**config.mk**
```make
export PLATFORM = sky130hd
export DESIGN_NAME = vga_display_engine
export DESIGN_NICKNAME = d
export VERILOG_FILES = /design/src/rtl/vga_display_engine.sv
export SDC_FILE = /design/constraint.sdc
export NUM_CORES = 1
export LEC_CHECK = 0
export CAP_MARGIN = 20
export CORE_ASPECT_RATIO = 1.4
export CORE_MARGIN = 3
export CORE_UTILIZATION = 40
export CTS_CLUSTER_DIAMETER = 60
export DETAILED_ROUTE_END_ITERATION = 6
export PLACE_DENSITY = 0.68
export SLEW_MARGIN = 25
export SYNTH_ARGS = -nofsm -noshare
export SYNTH_HDL_FRONTEND = slang
export SYNTH_SLANG_ARGS = --single-unit
```
**constraint.sdc**
```tcl
create_clock -name iVGA_CLK -period 4 [get_ports iVGA_CLK]
set_clock_uncertainty 0.15 [all_clocks]
set_input_delay 0.6 -clock iVGA_CLK [delete_from_list [all_inputs] [get_ports iVGA_CLK]]
set_output_delay 0.6 -clock iVGA_CLK [all_outputs]
set_load 0.01 [all_outputs]
```
**src/rtl/vga_display_engine.sv**
```systemverilog
// vga_display_engine: VGA timing generator with a latency-matched BGR233 colour output path.
// Ports:
//   iVGA_CLK, iRST_n      pixel clock and asynchronous active-low reset
//   iEN                   timing run enable (counters hold while low)
//   bgr_data_8            pixel colour {blue[2:0], green[2:0], red[1:0]}, valid PIPE_LAT cycles after pixelX/pixelY
//   pixelX, pixelY        horizontal / vertical counters
//   oHS, oVS, oBLANK_n    syncs and visible flag, PIPE_LAT+1 cycles after the counter state
//   oVGA_B/G/R            expanded colour, forced to 0 outside the visible area
//   startOfFrame          one-cycle pulse registered from hcnt==0, vcnt==V_ACTIVE
//   oLineStart            one-cycle pulse registered from hcnt==0
//   oFrameCount           completed-frame counter
// H_TOTAL and V_TOTAL must not exceed 2048.
module vga_display_engine #(
  parameter int H_ACTIVE = 640,
  parameter int H_FP     = 16,
  parameter int H_SYNC   = 96,
  parameter int H_BP     = 48,
  parameter int V_ACTIVE = 480,
  parameter int V_FP     = 10,
  parameter int V_SYNC   = 2,
  parameter int V_BP     = 33,
  parameter bit HS_POL   = 1'b0,
  parameter bit VS_POL   = 1'b0,
  parameter int PIPE_LAT = 2,
  parameter int COLOR_W  = 4
) (
  input  logic               iVGA_CLK,
  input  logic               iRST_n,
  input  logic               iEN,
  input  logic [7:0]         bgr_data_8,
  output logic [10:0]        pixelX,
  output logic [10:0]        pixelY,
  output logic               oHS,
  output logic               oVS,
  output logic               oBLANK_n,
  output logic [COLOR_W-1:0] oVGA_B,
  output logic [COLOR_W-1:0] oVGA_G,
  output logic [COLOR_W-1:0] oVGA_R,
  output logic               startOfFrame,
  output logic               oLineStart,
  output logic [15:0]        oFrameCount
);
  localparam int H_TOTAL = H_ACTIVE + H_FP + H_SYNC + H_BP;
  localparam int V_TOTAL = V_ACTIVE + V_FP + V_SYNC + V_BP;
  localparam logic [10:0] H_LAST = 11'(H_TOTAL - 1);
  localparam logic [10:0] V_LAST = 11'(V_TOTAL - 1);
  localparam logic [10:0] H_VIS  = 11'(H_ACTIVE);
  localparam logic [10:0] V_VIS  = 11'(V_ACTIVE);
  localparam logic [10:0] HS_BEG = 11'(H_ACTIVE + H_FP);
  localparam logic [10:0] HS_END = 11'(H_ACTIVE + H_FP + H_SYNC);
  localparam logic [10:0] VS_BEG = 11'(V_ACTIVE + V_FP);
  localparam logic [10:0] VS_END = 11'(V_ACTIVE + V_FP + V_SYNC);
  logic [10:0] hcnt_q, hcnt_d, vcnt_q, vcnt_d;
  logic [15:0] frame_q, frame_d;
  logic h_wrap, v_wrap;
  // Each pipe stage holds active-high {visible, hsync, vsync}; polarity is applied at the output register.
  logic [2:0] raw;
  logic [2:0] pipe_q [PIPE_LAT];
  logic [2:0] pipe_d [PIPE_LAT];
  logic vis_q, vis_d, hs_q, hs_d, vs_q, vs_d, sof_q, sof_d, ls_q, ls_d;
  logic [COLOR_W-1:0] b_q, b_d, g_q, g_d, r_q, r_d;
  // Repeating each field and keeping the top bits gives MSB-repeating replication for any COLOR_W up to 8.
  logic [8:0] b_rep, g_rep;
  logic [7:0] r_rep;
  always_comb begin
    h_wrap  = hcnt_q == H_LAST;
    v_wrap  = vcnt_q == V_LAST;
    hcnt_d  = !iEN ? hcnt_q : h_wrap ? '0 : hcnt_q + 11'd1;
    vcnt_d  = !(iEN && h_wrap) ? vcnt_q : v_wrap ? '0 : vcnt_q + 11'd1;
    frame_d = (iEN && h_wrap && v_wrap) ? frame_q + 16'd1 : frame_q;
    // Gating with iEN drains the pipe to inactive values while timing is paused.
    raw = {3{iEN}} & {hcnt_q < H_VIS && vcnt_q < V_VIS,
                      hcnt_q >= HS_BEG && hcnt_q < HS_END,
                      vcnt_q >= VS_BEG && vcnt_q < VS_END};
    pipe_d[0] = raw;
    for (int i = 1; i < PIPE_LAT; i++) pipe_d[i] = pipe_q[i-1];
    vis_d = pipe_q[PIPE_LAT-1][2];
    hs_d  = pipe_q[PIPE_LAT-1][1] ? HS_POL : ~HS_POL;
    vs_d  = pipe_q[PIPE_LAT-1][0] ? VS_POL : ~VS_POL;
    b_rep = {3{bgr_data_8[7:5]}};
    g_rep = {3{bgr_data_8[4:2]}};
    r_rep = {4{bgr_data_8[1:0]}};
    b_d   = vis_d ? b_rep[8 -: COLOR_W] : '0;
    g_d   = vis_d ? g_rep[8 -: COLOR_W] : '0;
    r_d   = vis_d ? r_rep[7 -: COLOR_W] : '0;
    ls_d  = iEN && hcnt_q == '0;
    sof_d = ls_d && vcnt_q == V_VIS;
  end
  always_ff @(posedge iVGA_CLK or negedge iRST_n) begin
    if (!iRST_n) begin
      hcnt_q  <= '0;
      vcnt_q  <= '0;
      frame_q <= '0;
      pipe_q  <= '{default: '0};
      vis_q   <= 1'b0;
      hs_q    <= ~HS_POL;
      vs_q    <= ~VS_POL;
      b_q     <= '0;
      g_q     <= '0;
      r_q     <= '0;
      sof_q   <= 1'b0;
      ls_q    <= 1'b0;
    end else begin
      hcnt_q  <= hcnt_d;
      vcnt_q  <= vcnt_d;
      frame_q <= frame_d;
      pipe_q  <= pipe_d;
      vis_q   <= vis_d;
      hs_q    <= hs_d;
      vs_q    <= vs_d;
      b_q     <= b_d;
      g_q     <= g_d;
      r_q     <= r_d;
      sof_q   <= sof_d;
      ls_q    <= ls_d;
    end
  end
  assign pixelX       = hcnt_q;
  assign pixelY       = vcnt_q;
  assign oHS          = hs_q;
  assign oVS          = vs_q;
  assign oBLANK_n     = vis_q;
  assign oVGA_B       = b_q;
  assign oVGA_G       = g_q;
  assign oVGA_R       = r_q;
  assign startOfFrame = sof_q;
  assign oLineStart   = ls_q;
  assign oFrameCount  = frame_q;
endmodule
```
; ---- Word-level counts from Yosys, hierarchy flattened
; Cells that the tools add are included.
[totals]
input_bits = 11
reg_bits = 61
output_inout_bits = 55
wordCells = 41
[classes]
order_cmp = 6
mux = 7
n_addsub = 3
n_reduce_logical = 8
bitwise = 1
n_eq_ne = 3
[op_table]
columns = operator, count
row1 = adder 11 x 1 -> 11 bit (second input constant), 2
row2 = == test 11 x 10 -> 1 bit (second input constant), 2
row3 = < comparator 11 x 10 -> 1 bit (second input constant), 2
row4 = < comparator 11 x 9 -> 1 bit (second input constant), 2
row5 = 2-to-1 mux 11 bit, 2
row6 = adder 16 x 1 -> 16 bit (second input constant), 1
row7 = 2-to-1 mux 4 bit, 3
row8 = == test 11 x 9 -> 1 bit (second input constant), 1
row9 = greater-or-equal comparator 11 x 10 -> 1 bit (second input constant), 1
row10 = greater-or-equal comparator 11 x 9 -> 1 bit (second input constant), 1
row11 = logical NOT 11 bit, 1
row12 = logical AND 1 bit, 7
row13 = AND 3 bit, 1
row14 = 2-to-1 mux 1 bit, 2

; ---- Depth between registers and ports, before layout
[depth]
depth_word = 3
mapped_depth = 8
mapped_depth_nobuf = 7

; ---- Worst setup path after synthesis
; No wires, ideal clock.
[synth_path]
path_kind = register to register
start = reg hcnt_q[1], in the netlist pixelX[1]
end = reg frame_q[11], in the netlist oFrameCount[11]
period_less_slack_ns = 2.018
setup_time_ns = 0.125
n_path_buf = 2
path_stages_with_launch = 9
arrival_ns = 1.743
required_ns = 3.725
setup_slack_ns = 1.982
cell_sequence = dfrtp_1 ha_1 and4_1 buf_4 and4_1 buf_4 and4_4 nand4_1 xnor2_1
[synth_via]
elab_chain_len = 3
[synth_lines]
columns = element, line_no
row1 = "start, declared", 53  ; logic [10:0] hcnt_q, hcnt_d, vcnt_q, vcnt_d;
row2 = "start signal, assigned", 104  ; hcnt_q <= hcnt_d;
row3 = == test 11 x 10 -> 1 bit, 66  ; h_wrap = hcnt_q == H_LAST;
row4 = logical AND 1 bit (2 in a row), 70  ; frame_d = (iEN && h_wrap && v_wrap) ? frame_q + 16'd1 : frame_q;
row5 = "end signal, assigned", 106  ; frame_q <= frame_d;
row6 = "end, declared", 54  ; logic [15:0] frame_q, frame_d;
; No other way between the ends.
; A chain may end at the register's enable or synchronous reset.

; ---- Final worst setup path
[layout_path]
start = in iEN
end = reg frame_q[3], in the netlist oFrameCount[3]
[layout_via]
elab_chain_len = 2
[layout_lines]
columns = element, line_no
row1 = "start, declared", 29  ; input logic iEN,
row2 = logical AND 1 bit (2 in a row), 70
; No other way between the ends.

==> impl.org <==
** Synthesis
- Post-Syn Nets :: 247
- Post-synthesis area per instance :: 11.08 sq um
- Count of yosys warnings during synthesis :: 0
- Counting distinct cell types in the post-synthesis netlist gives 38.
- Counting flops and latches in the post-synthesis netlist gives 57.
- Sequential fraction of the synthesis area :: 55.82%
- Asr flop ratio synth :: 100.0%
- Cell count after synthesis :: 231
- Among all flip-flop cells after synthesis, the most frequent one is sky130_fd_sc_hd__dfrtp_1.
- The synthesized design contains 0 enable-type register cells.
- After synthesis the cells add up to 2560 sq um.

** Floorplan
- For this design the top-level I/O count stands at 66.
- The initial utilization of the core area, before any placement, comes to 42.47%.
- The die covers 7409 sq um.
- Core footprint :: 6028 sq um
- Site Rows :: 33
- In this run the vertical extent of the chip is 100.7 um.
- Measured along the x axis, the die boundary spans 73.61 um.

** Global routing
- The first global-routing pass estimated 9.349 mm of wire.
- The number of antenna violations at the first check in global routing was 0.
- Entering global routing, the biggest net connects 35 pins.
- Global routing used 16.51% of the available tracks.
- The total overflow left after global routing is 0.
- Vias in the first global route :: 1966

** Worst setup path
- Critical path data required time :: 4100 ps
- For the worst flop-to-flop path, the logic depth is 6.
- Crit path top cell by count :: sky130_fd_sc_hd__and4_1
- Of all nets on the critical path, the largest fanout is 11.
- Worst flop-to-flop path endpoint :: oFrameCount[3]
- The slowest stage of the critical path is the sky130_fd_sc_hd__clkdlybuf4s50_1 cell.
- In this run the critical register-to-register path is launched from pixelX[0].
- The critical path is of the primary input to register type.
- Nature of the critical path endpoint :: register
- Worst reg2reg setup slack :: 1720 ps
- On the worst path, the slowest cell contributes a delay of 690 ps.
- CP cell instances :: clkdlybuf4s50_1 -> and4_1 -> and4_1 -> nand2_1 -> nor2_1 -> xor2_1
- Arrival time reported for the critical path endpoint :: 2740 ps
- Type of origin of the critical path :: primary input

** Place
- Post-place instance area :: 3233 sq um
- Dpl cells :: 356
- Half-perimeter wire length after detailed placement :: 3.861 mm
- Input and output buffers added on the ports amount to 65.
- Before CTS, the worst setup slack after placement is 1043 ps.
- Final weighted congestion in routability-driven placement :: 0.8405

** Clock tree
- Worst-skew pair later-pin latency :: 330 ps
- H-Tree Depth :: 3
- Hold bufs inserted after CTS :: 0
- The number of setup buffers added after CTS is 0.
- Clock root buffer :: sky130_fd_sc_hd__clkbuf_8
- Counting the buffers created by CTS gives 9.
- No sink is reached through more buffers than the 2 on the longest clock path.
- Clock-pin slew was measured on the worst setup and hold paths at 60 ps.
- The number of gates resized after CTS was 0.
- CTS tree :: done
- The clock drives 57 sinks.

** Route
- After detailed routing, the number of remaining DRC violations is 0.
- Iter 0 DRT Violations :: 95
- In this run the remaining antenna-violating nets after routing total 0.
- After detailed routing, the average wire length per cell comes to 14.50 um.
- Wire length reported by the detailed router :: 5.394 mm
- Count of TritonRoute iterations in the first routing pass :: 4
- Drt via density :: 5.089
- Total via count in the routed design :: 1893

** Cells and area
- Number of inserted filler cells in the final layout :: 513
- Area of all placed cells without fillers :: 3496 sq um
- In the final layout, the share of cells above drive strength 1 is 9.272%.
- Number of antenna cells inserted :: 0
- The net count of the finished layout is 313.
- Number of standard cells in the layout, taps in and fillers out :: 372
- Relative to the synthesized area, the layout overhead comes to 36.56%.
- Cells fill 57.99% of the core in the end.

** Timing
- Summed over all failing endpoints, the final setup total negative slack is 0 ps.
- Final worst hold slack :: 81.34 ps
- The total count of max-transition violations in the final report was 0.
- Max-slew headroom :: 65.73%
- After layout, the worst setup slack is 1360 ps.
- Post-route clock period utilization :: 66.00%
- Final critical-path required period :: 2640 ps
- Least-Margin Pin Slew :: 514.1 ps
- The final hold violation count is 0.
- Max frequency :: 0.3788 GHz
- Setup repair after global routing left no endpoint under its margin.
- Final-report setup violation count :: 0

** Run status
- The run finished with clean final reports.

** Power and ir drop
- Across the VDD grid, the largest voltage drop is 0.2756 mV.
- Static leakage :: 1.532 nW
- Summing internal, switching and leakage power gives 1.548 mW.
- PwrDens :: 442.8 nW/um^2

** Run
- Max-cap violations :: 0

** Min path
- In this run the worst hold path is classified as primary input to async pin.
-- worst max-delay path by stage --
stage,depth (start not counted),startpoint,endpoint
6_report,6,iEN,oFrameCount[3]
2_1_floorplan,8,pixelX[1],oFrameCount[11]
4_1_cts,6,iEN,oFrameCount[3]
3_3_place_gp,6,iEN,oFrameCount[11]
3_5_place_dp,6,iEN,oFrameCount[11]
5_1_grt,6,iEN,oFrameCount[3]
-- worst max-delay path: cells and delay by family --
| kind | cells | cell delay [ps] |
|---|---|---|
| XOR/XNOR | 1 | 170 |
| buffers and inverters | 1 | 690 |
| AND/OR/NAND/NOR | 4 | 1270 |
-- power breakdown --
| part | internal (mW) | total [mW] | switching, mW |
|---|---|---|---|
| clock network | 0.465 | 0.691 | 0.226 |
| registers | 0.609 | 0.664 | 0.0553 |
| logic | 0.112 | 0.193 | 0.0813 |
| total | 1.19 | 1.55 | 0.363 |
-- metal layers --
metal	vias up	GRT usage [%]	wire, um
met5	-	0	0
met4	0	8.368	129
met3	9	5.289	274
met2	45	25.48	2570
met1	915	20.49	2419
li1	924	-	-
-- cell usage in the layout (no fill, tap or decap), types with 2 or more instances in the layout --
cell type / count
sky130_fd_sc_hd__nand4_1: 8
sky130_fd_sc_hd__and3_1: 4
sky130_fd_sc_hd__dfstp_2: 2
sky130_fd_sc_hd__and4_1: 6
sky130_fd_sc_hd__o21ai_1: 2
sky130_fd_sc_hd__nor3_1: 6
sky130_fd_sc_hd__o21ai_0: 7
sky130_fd_sc_hd__ha_1: 5
sky130_fd_sc_hd__o31ai_1: 2
sky130_fd_sc_hd__and2_1: 9
sky130_fd_sc_hd__nand3_1: 17
sky130_fd_sc_hd__nand2b_1: 3
sky130_fd_sc_hd__bufinv_16: 3
sky130_fd_sc_hd__clkdlybuf4s50_1: 64
sky130_fd_sc_hd__xnor2_1: 17
sky130_fd_sc_hd__nand2_1: 25
sky130_fd_sc_hd__nor2_1: 15
sky130_fd_sc_hd__dfrtp_1: 55
sky130_fd_sc_hd__clkbuf_8: 12
sky130_fd_sc_hd__inv_1: 6
sky130_fd_sc_hd__nor4_1: 4
sky130_fd_sc_hd__xor2_1: 11
-- cell usage after synthesis (2+ instances only) --
cell                       count  share of area [%]
sky130_fd_sc_hd__nor2_1       15                2.2
sky130_fd_sc_hd__nand3_1      17                3.3
sky130_fd_sc_hd__clkbuf_1      2               0.29
sky130_fd_sc_hd__nor4_1        4               0.98
sky130_fd_sc_hd__dfstp_2       2                2.1
sky130_fd_sc_hd__o31ai_1       2               0.59
sky130_fd_sc_hd__and2_1        9                2.2
sky130_fd_sc_hd__buf_2         3               0.59
sky130_fd_sc_hd__o21ai_1       2               0.39
sky130_fd_sc_hd__buf_4         6                1.8
sky130_fd_sc_hd__and3_1        4               0.98
sky130_fd_sc_hd__ha_1          5                2.4
sky130_fd_sc_hd__dfrtp_1      55                 54
sky130_fd_sc_hd__xnor2_1      17                5.8
sky130_fd_sc_hd__inv_1         6               0.88
sky130_fd_sc_hd__nand4_1       8                2.0
sky130_fd_sc_hd__nand2_1      25                3.7
sky130_fd_sc_hd__o21ai_0       7                1.4
sky130_fd_sc_hd__and4_1        6                2.1
sky130_fd_sc_hd__nand2b_1      3               0.73
sky130_fd_sc_hd__xor2_1       11                3.8
sky130_fd_sc_hd__nor3_1        6                1.2
-- flip-flops by register name, indices dropped and copies added (netlist names) --
signal,cells
oVS,1
oVGA_G,3
pixelX,11
oVGA_R,2
pixelY,11
pipe_q,3
oHS,1
startOfFrame,1
pipe_d,3
oFrameCount,16
oVGA_B,3
oLineStart,1
oBLANK_n,1
-- cell type report --
cell class / instances / area [sq um] / area share [%]
Sequential cell: 57 / 1429 / 40.87
Multi-Input combinational cell: 157 / 1041 / 29.78
Timing Repair Buffer: 66 / 653.1 / 18.68
Clock buffer: 12 / 165.2 / 4.724
Clock inverter: 4 / 97.59 / 2.792
Tap cell: 70 / 87.58 / 2.505
Inverter: 6 / 22.52 / 0.6442
-- cells by family (layout without fill, tap and decap cells) --
family / count (synthesis) / count (layout) / share of synthesized area (%)
fa+ha+maj: 5 / 5 / 2.444
buf+inv: 17 / 88 / 3.519
compound gates: 13 / 13 / 2.981
simple gates: 111 / 111 / 25.66
flops: 57 / 57 / 55.82
xor+xnor: 28 / 28 / 9.579
No activity file was read; power rests on OpenSTA's default activity.
